[src/rtl/chacha_stream_xor.sv]
// chacha_stream_xor
//   XORs a stream of 128-bit words with a ChaCha keystream delivered as
//   512-bit blocks. Each keystream block covers four words (lane 0 = bits
//   127:0). One-cycle latency from din accept to dout_valid.
//
// Ports
//   clk, rst          clock, synchronous active-high reset
//   start             begin a message (honoured only in IDLE)
//   din_*             input word stream (valid/ready, data, last)
//   dout_*            output word stream (valid/ready, data, last)
//   ks_req            one-cycle keystream block request
//   ks_valid, ks_data keystream block response
//   busy              state != IDLE or output word still pending
//
// Build option
//   CHACHA_XOR_PREFETCH_EN : adds a second keystream buffer (nxt_buf) that is
//   requested one cycle after each ks_buf load, so block boundaries can be
//   crossed without a bubble.
module chacha_stream_xor (
  input  logic         clk,
  input  logic         rst,
  input  logic         start,
  input  logic         din_valid,
  output logic         din_ready,
  input  logic [127:0] din_data,
  input  logic         din_last,
  output logic         dout_valid,
  input  logic         dout_ready,
  output logic [127:0] dout_data,
  output logic         dout_last,
  output logic         ks_req,
  input  logic         ks_valid,
  input  logic [511:0] ks_data,
  output logic         busy
);

  typedef enum logic [1:0] {IDLE, REQ, WAIT_KS, XOR} state_t;

  state_t       state, state_nxt;
  logic [511:0] ks_buf;
  logic [511:0] ks_load_data;
  logic [1:0]   lane;
  logic [127:0] ks_lane;
  logic         accept;
  logic         ks_load;

`ifdef CHACHA_XOR_PREFETCH_EN
  logic [511:0] nxt_buf;
  logic         nxt_vld;
  logic         nxt_load;
  logic         nxt_use;
  logic         pf_req;
  logic         pend;
  logic         drop;
  logic         take_ks;
`endif

  always_comb begin
    din_ready    = (state == XOR) && (!dout_valid || dout_ready);
    accept       = din_valid && din_ready;
    ks_lane      = ks_buf[{lane, 7'd0} +: 128];
    busy         = (state != IDLE) || dout_valid;
    state_nxt    = state;
    ks_load      = 1'b0;
    ks_load_data = ks_data;
`ifdef CHACHA_XOR_PREFETCH_EN
    ks_req   = (state == REQ) || pf_req;
    // A response owed to an abandoned message is swallowed via drop.
    take_ks  = ks_valid && !drop;
    nxt_load = 1'b0;
    nxt_use  = 1'b0;
`else
    ks_req   = (state == REQ);
`endif

    case (state)
      IDLE: if (start) state_nxt = REQ;
      REQ:  state_nxt = WAIT_KS;
      WAIT_KS: begin
`ifdef CHACHA_XOR_PREFETCH_EN
        if (take_ks) begin
`else
        if (ks_valid) begin
`endif
          ks_load   = 1'b1;
          state_nxt = XOR;
        end
      end
      XOR: begin
        if (accept && din_last) begin
          state_nxt = IDLE;
        end else if (accept && lane == 2'd3) begin
`ifdef CHACHA_XOR_PREFETCH_EN
          // Roll into the prefetched block; a response landing in this very
          // cycle can be used directly instead of parking it in nxt_buf.
          if (nxt_vld) begin
            ks_load      = 1'b1;
            ks_load_data = nxt_buf;
            nxt_use      = 1'b1;
          end else if (take_ks) begin
            ks_load = 1'b1;
          end else begin
            state_nxt = WAIT_KS;
          end
`else
          state_nxt = REQ;
`endif
        end
`ifdef CHACHA_XOR_PREFETCH_EN
        else if (take_ks) begin
          nxt_load = 1'b1;
        end
`endif
      end
      default: state_nxt = IDLE;
    endcase
  end

  always_ff @(posedge clk) begin
    if (rst) begin
      state      <= IDLE;
      lane       <= '0;
      ks_buf     <= '0;
      dout_valid <= 1'b0;
      dout_data  <= '0;
      dout_last  <= 1'b0;
    end else begin
      state <= state_nxt;
      if (ks_load) ks_buf <= ks_load_data;
      if (accept) lane <= din_last ? 2'd0 : lane + 2'd1;
      else if (ks_load) lane <= '0;
      if (accept) begin
        dout_data  <= din_data ^ ks_lane;
        dout_last  <= din_last;
        dout_valid <= 1'b1;
      end else if (dout_ready) begin
        dout_valid <= 1'b0;
      end
    end
  end

`ifdef CHACHA_XOR_PREFETCH_EN
  always_ff @(posedge clk) begin
    if (rst) begin
      nxt_buf <= '0;
      nxt_vld <= 1'b0;
      pf_req  <= 1'b0;
      pend    <= 1'b0;
      drop    <= 1'b0;
    end else begin
      pf_req <= ks_load;
      if (ks_req) pend <= 1'b1;
      else if (take_ks) pend <= 1'b0;
      if (ks_valid && drop) drop <= 1'b0;
      else if (accept && din_last && (pend || ks_req) && !take_ks) drop <= 1'b1;
      if (accept && din_last) begin
        nxt_vld <= 1'b0;
      end else if (nxt_load) begin
        nxt_buf <= ks_data;
        nxt_vld <= 1'b1;
      end else if (nxt_use) begin
        nxt_vld <= 1'b0;
      end
    end
  end
`endif

endmodule

[config.mk]
export PLATFORM = sky130hd
export DESIGN_NAME = chacha_stream_xor
export DESIGN_NICKNAME = d
export VERILOG_FILES = /design/src/rtl/chacha_stream_xor.sv
export SDC_FILE = /design/constraint.sdc
export NUM_CORES = 1
export LEC_CHECK = 0
export CAP_MARGIN = 15
export CORE_AREA = 2 2 307 309
export DETAILED_ROUTE_END_ITERATION = 10
export DIE_AREA = 0 0 309 311
export SLEW_MARGIN = 20
export SYNTH_ARGS = -nofsm -noshare
export SYNTH_HDL_FRONTEND = slang
export SYNTH_SLANG_ARGS = --single-unit
export TNS_END_PERCENT = 100
[constraint.sdc]
create_clock -name clk -period 1.6 [get_ports clk]
set_input_delay 0.4 -clock clk [delete_from_list [all_inputs] [get_ports clk]]
set_output_delay 0.4 -clock clk [all_outputs]
set_load 0.01 [all_outputs]
==> metrics, run 1 <==
vias roughly 25000; CTS Buf Count 75; PwrDens 1160 nW/um^2; first-pass GRT wire length 156000 um; R2R depth 7; Post-Synth Simple-Gate Area 16.8%; Worst Setup Start Kind flip-flop; WHS Path Cells 3; worst reg-to-reg setup slack -330 ps; top sig layer met5; worst path cell trace buf_12 -> buf_12 -> buf_16 -> buf_12 -> mux4_2 -> xnor2_2 -> a211oi_2; clock slew at reported path FFs 60 ps; met2 wire len 56100 um; CTS tree done; Overall Power 51.6 mW; fill count approximately 8600; DP Wirelength 74600 um; DRC viols 0; register area share after synthesis 49.3%; met3 routed wirelength 5860 um; CTS H-tree depth 3; CTS Sinks 646; reg2reg end dout_data[60]$_SDFFE_PP0P_; initial antenna violation count 45; slowest stage cell, crit path mux4_2; syn nets 3631; worst min path class input pin to flip-flop; Max VDD drop 0.791 mV; fin. max-slew vios 0; post-synthesis mux area share 11.0%; Clock Latency Late Sink 620 ps; crit path capture type flip-flop; CP max FO 8; min cycle time layout around 1900 ps; Hold Path End ks_buf[372]$_SDFFE_PP0P_; worst r2r src lane[0]$_SDFFE_PP0P_; router iterations before antenna repair 5; Crit Path Class flip-flop to flip-flop; Netlist Area Pre-Place 26300 sq um; ANT nets after route 0; HP Start rst; Root Buffer clkbuf_16; # rows 112; area of the multi-input gates 14000 sq um; final worst slack -327 ps; area grow syn2layout 69.4%; largest family of logic cells by synthesized area simple AND/OR/NAND/NOR gates; Ports 780; outcome finished with violations; measured slew at the worst slew-check pin 487 ps; wl on met1 48100 um; Finished Layout Cells 5290; Compound-Gate Fraction of Synth Area 13.7%; max incr delay on CP 540 ps; endpoints failing setup 646; yosys warns 0; failing checks setup timing; aggregate routed wire length 115000 um; Max Cap Viol 0; Place WS -677 ps; Final Util around 48%; Starting Density 28.3%; final setup skew about 19 ps; grt ovf 0; IO buf count between 700 and 800; Via density 4.81; Worst slew margin 67.5%; Synth Area in XOR/XNOR 4.27%; Mapped Cells 2978; register area 13000 sq um; Die Y-Extent 311 um; share of cells above drive strength 1 28.4%; die area 96100 sq um; design area 44500 sq um; placed cells 4949; Layout Nets 4594; Synth cell types 26; mean post-synth cell area 8.82 sq um; unrepaired setup endpoints after global routing yes; vias in the first global route 24539; WL/cell between 20 and 25 um; Yosys reg bits ~650; post-route clock period utilization 120%; GR Util All Layers 21.7%; Synth Area in Adders 0.286%; clock buffer depth 3; Core Region 92800 sq um; post-placement cell area roughly 37000 sq um; largest net degree at the start of global routing 61; cts-stage hold buffer count 0; DR iter-0 viols 1772; worst endpoint data arrival time approximately 2500 ps; CP Data Required Time 2140 ps; Lkg Pwr around 16 nW; Max Fclk between 500 and 600 MHz; Worst path most repeated cell buf_12; Horiz. Die Dim 309 um; Placer Congestion 0.862; Final Hold Viols 0
## per-layer routing
metal	vias to the layer above	global-route usage [%]
met2	796	35.7
met4	14	9.85
met5	-	0
li1	12049	-
met1	12354	27.5
met3	216	3.92
## power breakdown
group,internal [mW],switching [mW]
clock network,10.2,7.34
registers,17.8,1.02
logic,8.23,6.91
total,36.3,15.3
## worst max path at each step
stage,slack (ps),end,start,cells past startpoint
2_1_floorplan,-10,dout_data[114]$_SDFFE_PP0P_,lane[0]$_SDFFE_PP0P_,6
6_report,-330,dout_data[60]$_SDFFE_PP0P_,lane[0]$_SDFFE_PP0P_,7
3_5_place_dp,-680,din_ready,dout_ready,4
4_1_cts,-330,ks_req,state[1]$_SDFFE_PP0P_,5
3_3_place_gp,-690,din_ready,dout_ready,4
5_1_grt,-400,dout_data[60]$_SDFFE_PP0P_,lane[0]$_SDFFE_PP0P_,7
## critical path: cells and delay by family, from the launching register on
family	cells	cell delay, ps
DFF	1	380
buffers and inverters	4	510
xor gates and xnor gates	1	170
muxes	1	540
AOI/OAI and AO/OA	1	220
## kinds of logic after synthesis
family                     count (synthesis)
adders and majority gates                  6
xor gates and xnor gates                 128
AOI/OAI and AO/OA                        654
muxes                                    128
buffers and inverters                    248
and+or+nand+nor                         1168
DFF                                      646
## cell usage in the layout, fill, tap and decap left out, types with 9 or more instances in the layout
| cell type | n |
|---|---|
| dfxtp_1 | 599 |
| buf_2 | 128 |
| buf_6 | 49 |
| clkbuf_16 | 123 |
| dfxtp_2 | 43 |
| nand2_1 | 874 |
| diode_2 | 39 |
| a211oi_1 | 100 |
| clkbuf_8 | 15 |
| clkinv_2 | 9 |
| nand2_2 | 48 |
| a21oi_1 | 381 |
| a21oi_2 | 137 |
| buf_8 | 24 |
| mux4_2 | 128 |
| a211oi_2 | 28 |
| buf_16 | 53 |
| nand2_4 | 104 |
| nor2_1 | 126 |
| clkdlybuf4s50_1 | 645 |
| xnor2_1 | 104 |
| buf_4 | 82 |
| clkbuf_1 | 16 |
| buf_12 | 97 |
| xnor2_2 | 22 |
## layout make-up
type | instances | area share (%)
multi-input combinational | 2084 | 31.5
timing repair buffer | 1127 | 29.8
sequential | 646 | 29.2
clock buffer | 106 | 4.82
tap | 1254 | 3.53
clock inverter | 27 | 0.805
antenna | 39 | 0.219
inverter | 7 | 0.0816
## registers in the layout, summed over array words and instances, names as in the netlist
signal      cells
dout_valid      1
dout_data     128
state           2
dout_last       1
ks_buf        512
lane            2
## Yosys cell counts (all sizes together)
cell,number,area share [%]
a31oi,1,0.024
nor2,131,1.9
ha,6,0.29
a2bb2oi,1,0.033
o31ai,1,0.029
and2b,1,0.029
a21oi,518,9.9
o31a,1,0.033
o21ai,2,0.038
nand2b,2,0.048
nor3,1,0.062
nand2,1027,15
mux4,128,11
nand3b,1,0.029
or3,1,0.024
o22ai,1,0.024
dfxtp,646,49
nand3,4,0.076
xnor2,128,4.3
buf,88,2.3
inv,7,0.10
o311ai,1,0.033
clkbuf,153,2.2
a211oi,128,3.7
## per-stage QoR
| stage | TNS, ps | hold WS, ps |
|---|---|---|
| CTS | -123880 | 202 |
| floorplan | -1220 | 433 |
| global placement | -230180 | 439 |
| finish | -104340 | 250 |
| global route | -152980 | 224 |
| detailed placement | -245040 | 443 |
## repair_timing
action,4_1_cts,5_1_grt
endpoints found under the setup margin,706,649
resized for setup,751,535
buffers inserted,50,45
gates cloned,40,53
pin swaps,48,244
Note: power is estimated with default switching activity, not from simulation.
==> run 2: changes to the inputs <==
--- a/config.mk
+++ b/config.mk
@@ -9,7 +9,7 @@
 export CORE_AREA = 2 2 307 309
 export DETAILED_ROUTE_END_ITERATION = 10
 export DIE_AREA = 0 0 309 311
-export SLEW_MARGIN = 20
+export RECOVER_POWER = 100
 export SYNTH_ARGS = -nofsm -noshare
 export SYNTH_HDL_FRONTEND = slang
 export SYNTH_SLANG_ARGS = --single-unit
==> run 2 against run 1 <==
  * Final cell count is essentially flat
  * The run still ends with setup timing left
  * Design area decreased by 0.28%
  * Register-to-register slack about the same
  * Sequential share of layout area increased by 0.068 points
  * Critical endpoint unchanged
==> metrics, run 2 (synthesis gave the netlist of run 1 again) <==
max incr delay on CP 540 ps; CTS tree done; Largest delay share family, worst path multiplexers; Lkg Pwr 15.4 nW; Bufs and invs on worst path 4; largest net degree at the start of global routing slightly above 60; die area 96100 sq um; Max Cap Viol 0; Max Fclk 520 MHz; # rows 112; WL/cell around 22 um; measured slew at the worst slew-check pin 493 ps; outcome finished with violations; Crit Path Class flip-flop to flip-flop; DP Wirelength approximately 75000 um; final worst slack -325 ps; min cycle time layout between 1500 and 2000 ps; cts-stage hold buffer count 0; failing checks setup timing; commonest non-fill, non-tap cell in the layout nand2_1; worst min path class input pin to flip-flop; router iterations before antenna repair 5; Ports 780; Place WS -677 ps; fin. max-slew vios 0; CTS Buf Count between 70 and 80; initial antenna violation count 45; final hold slack roughly 250 ps; DR iter-0 viols 1723; worst endpoint data arrival time about 2500 ps; CTS Sinks 646; Horiz. Die Dim between 300 and 400 um; Max VDD drop slightly below 0.8 mV; Layout Nets 4594; endpoints failing setup about 650; ANT nets after route 0; Worst slew margin 67.1%; Top Registers ks_buf x512, dout_data x128; GR Util All Layers around 22%; first-pass GRT wire length between 150000 and 200000 um; slowest stage cell, crit path mux4_2; Die Y-Extent 311 um; grt ovf 0; DRC viols 0; post-placement cell area about 37000 sq um; design area 44300 sq um; Overall Power 51.6 mW; unrepaired setup endpoints after global routing yes; final setup skew 19.8 ps; aggregate routed wire length 115000 um; CP Data Required Time 2140 ps; Via density 4.81; vias in the first global route ~25000; Placer Congestion between 0.8 and 0.9; Worst path most repeated cell buf_12; setup TNS -104690 ps; max FFs per register 512; clock buffer depth 3; IO buf count 779; Final Hold Viols 0; CP max FO 8; clock slew at reported path FFs 60 ps; post-route clock period utilization 120%; worst path cell trace buf_12 -> buf_12 -> buf_16 -> buf_12 -> mux4_2 -> xnor2_2 -> a211oi_2; Root Buffer clkbuf_16; commonest cells after routing, fill and taps aside nand2_1, clkdlybuf4s50_1, dfxtp_1, a21oi_1, a21oi_2; CTS H-tree depth 3; Largest Register ks_buf; Starting Density 28.3%; vias 25457; Core Region 92800 sq um; share of cells above drive strength 1 25.9%; PwrDens between 1000 and 1500 nW/um^2; Clock Latency Late Sink 620 ps; crit path capture type flip-flop; area grow syn2layout 68.9%; Worst Setup Start Kind flip-flop
==> run 2: changes by cell type in the layout (fill, tap and decap cells not counted) <==
cell,previous run,this run
diode_2,39,40
clkbuf_1,16,110
buf_2,128,7
clkbuf_2,0,28
buf_4,82,81
dfxtp_2,43,38
dfxtp_1,599,604
==> run 2: final timing paths <==
check | slack, ps | end | depth (start not counted) | start
setup / recovery | -320 | dout_data[60]$_SDFFE_PP0P_ | 7 | lane[0]$_SDFFE_PP0P_
hold reg to reg | 450 | ks_buf[132]$_SDFFE_PP0P_ | 2 | ks_buf[132]$_SDFFE_PP0P_
hold / removal | 250 | ks_buf[216]$_SDFFE_PP0P_ | 3 | rst
setup reg to reg | -320 | dout_data[60]$_SDFFE_PP0P_ | 7 | lane[0]$_SDFFE_PP0P_
==> run 2: report_power, final <==
| group | total (mW) | switching [mW] | internal [mW] |
|---|---|---|---|
| Clock | 17.6 | 7.36 | 10.2 |
| Combinational | 15.1 | 6.92 | 8.17 |
| Sequential | 18.9 | 1.03 | 17.8 |
==> run 2: worst reg2reg max path, delay by kind of cell (launching register included) <==
family,cells,cell delay (ps)
DFF,1,380
muxes,1,540
buffers and inverters,4,520
AOI/OAI and AO/OA,1,220
xor gates and xnor gates,1,170
==> run 2: through the flow <==
| stage | instances | util (%) |
|---|---|---|
| floorplan | 2978 | - |
| global route | 5286 | 47.8 |
| detailed placement | 4949 | 39.4 |
| global placement | 4949 | 39.4 |
| CTS | 5171 | 44.2 |
| finish | 5291 | 47.8 |
==> run 2: timing repair <==
| item | CTS | global route |
|---|---|---|
| resized for setup | 751 | 535 |
| setup buffers | 50 | 45 |
| gates cloned | 40 | 53 |
| pin swaps | 48 | 244 |
| endpoints found under the setup margin | 706 | 649 |
| endpoints found under the hold margin | 0 | 0 |
==> run 2: cell type report <==
cell class	instances	area, sq um
sequential	646	13000
clock inverter	27	358
clock buffer	106	2140
multi-input combinational	2084	14000
timing repair buffer	1127	13100
inverter	7	36.3
fill	8664	48400
tap	1254	1570
antenna	40	100
==> run 2: layer usage <==
layer	GRT usage [%]	share of wire, %	vias to the layer above
met4	9.85	3.8	14
met5	0	0.074	-
met3	3.92	5.4	220
met2	35.7	49	798
li1	-	-	12051
met1	27.5	42	12374
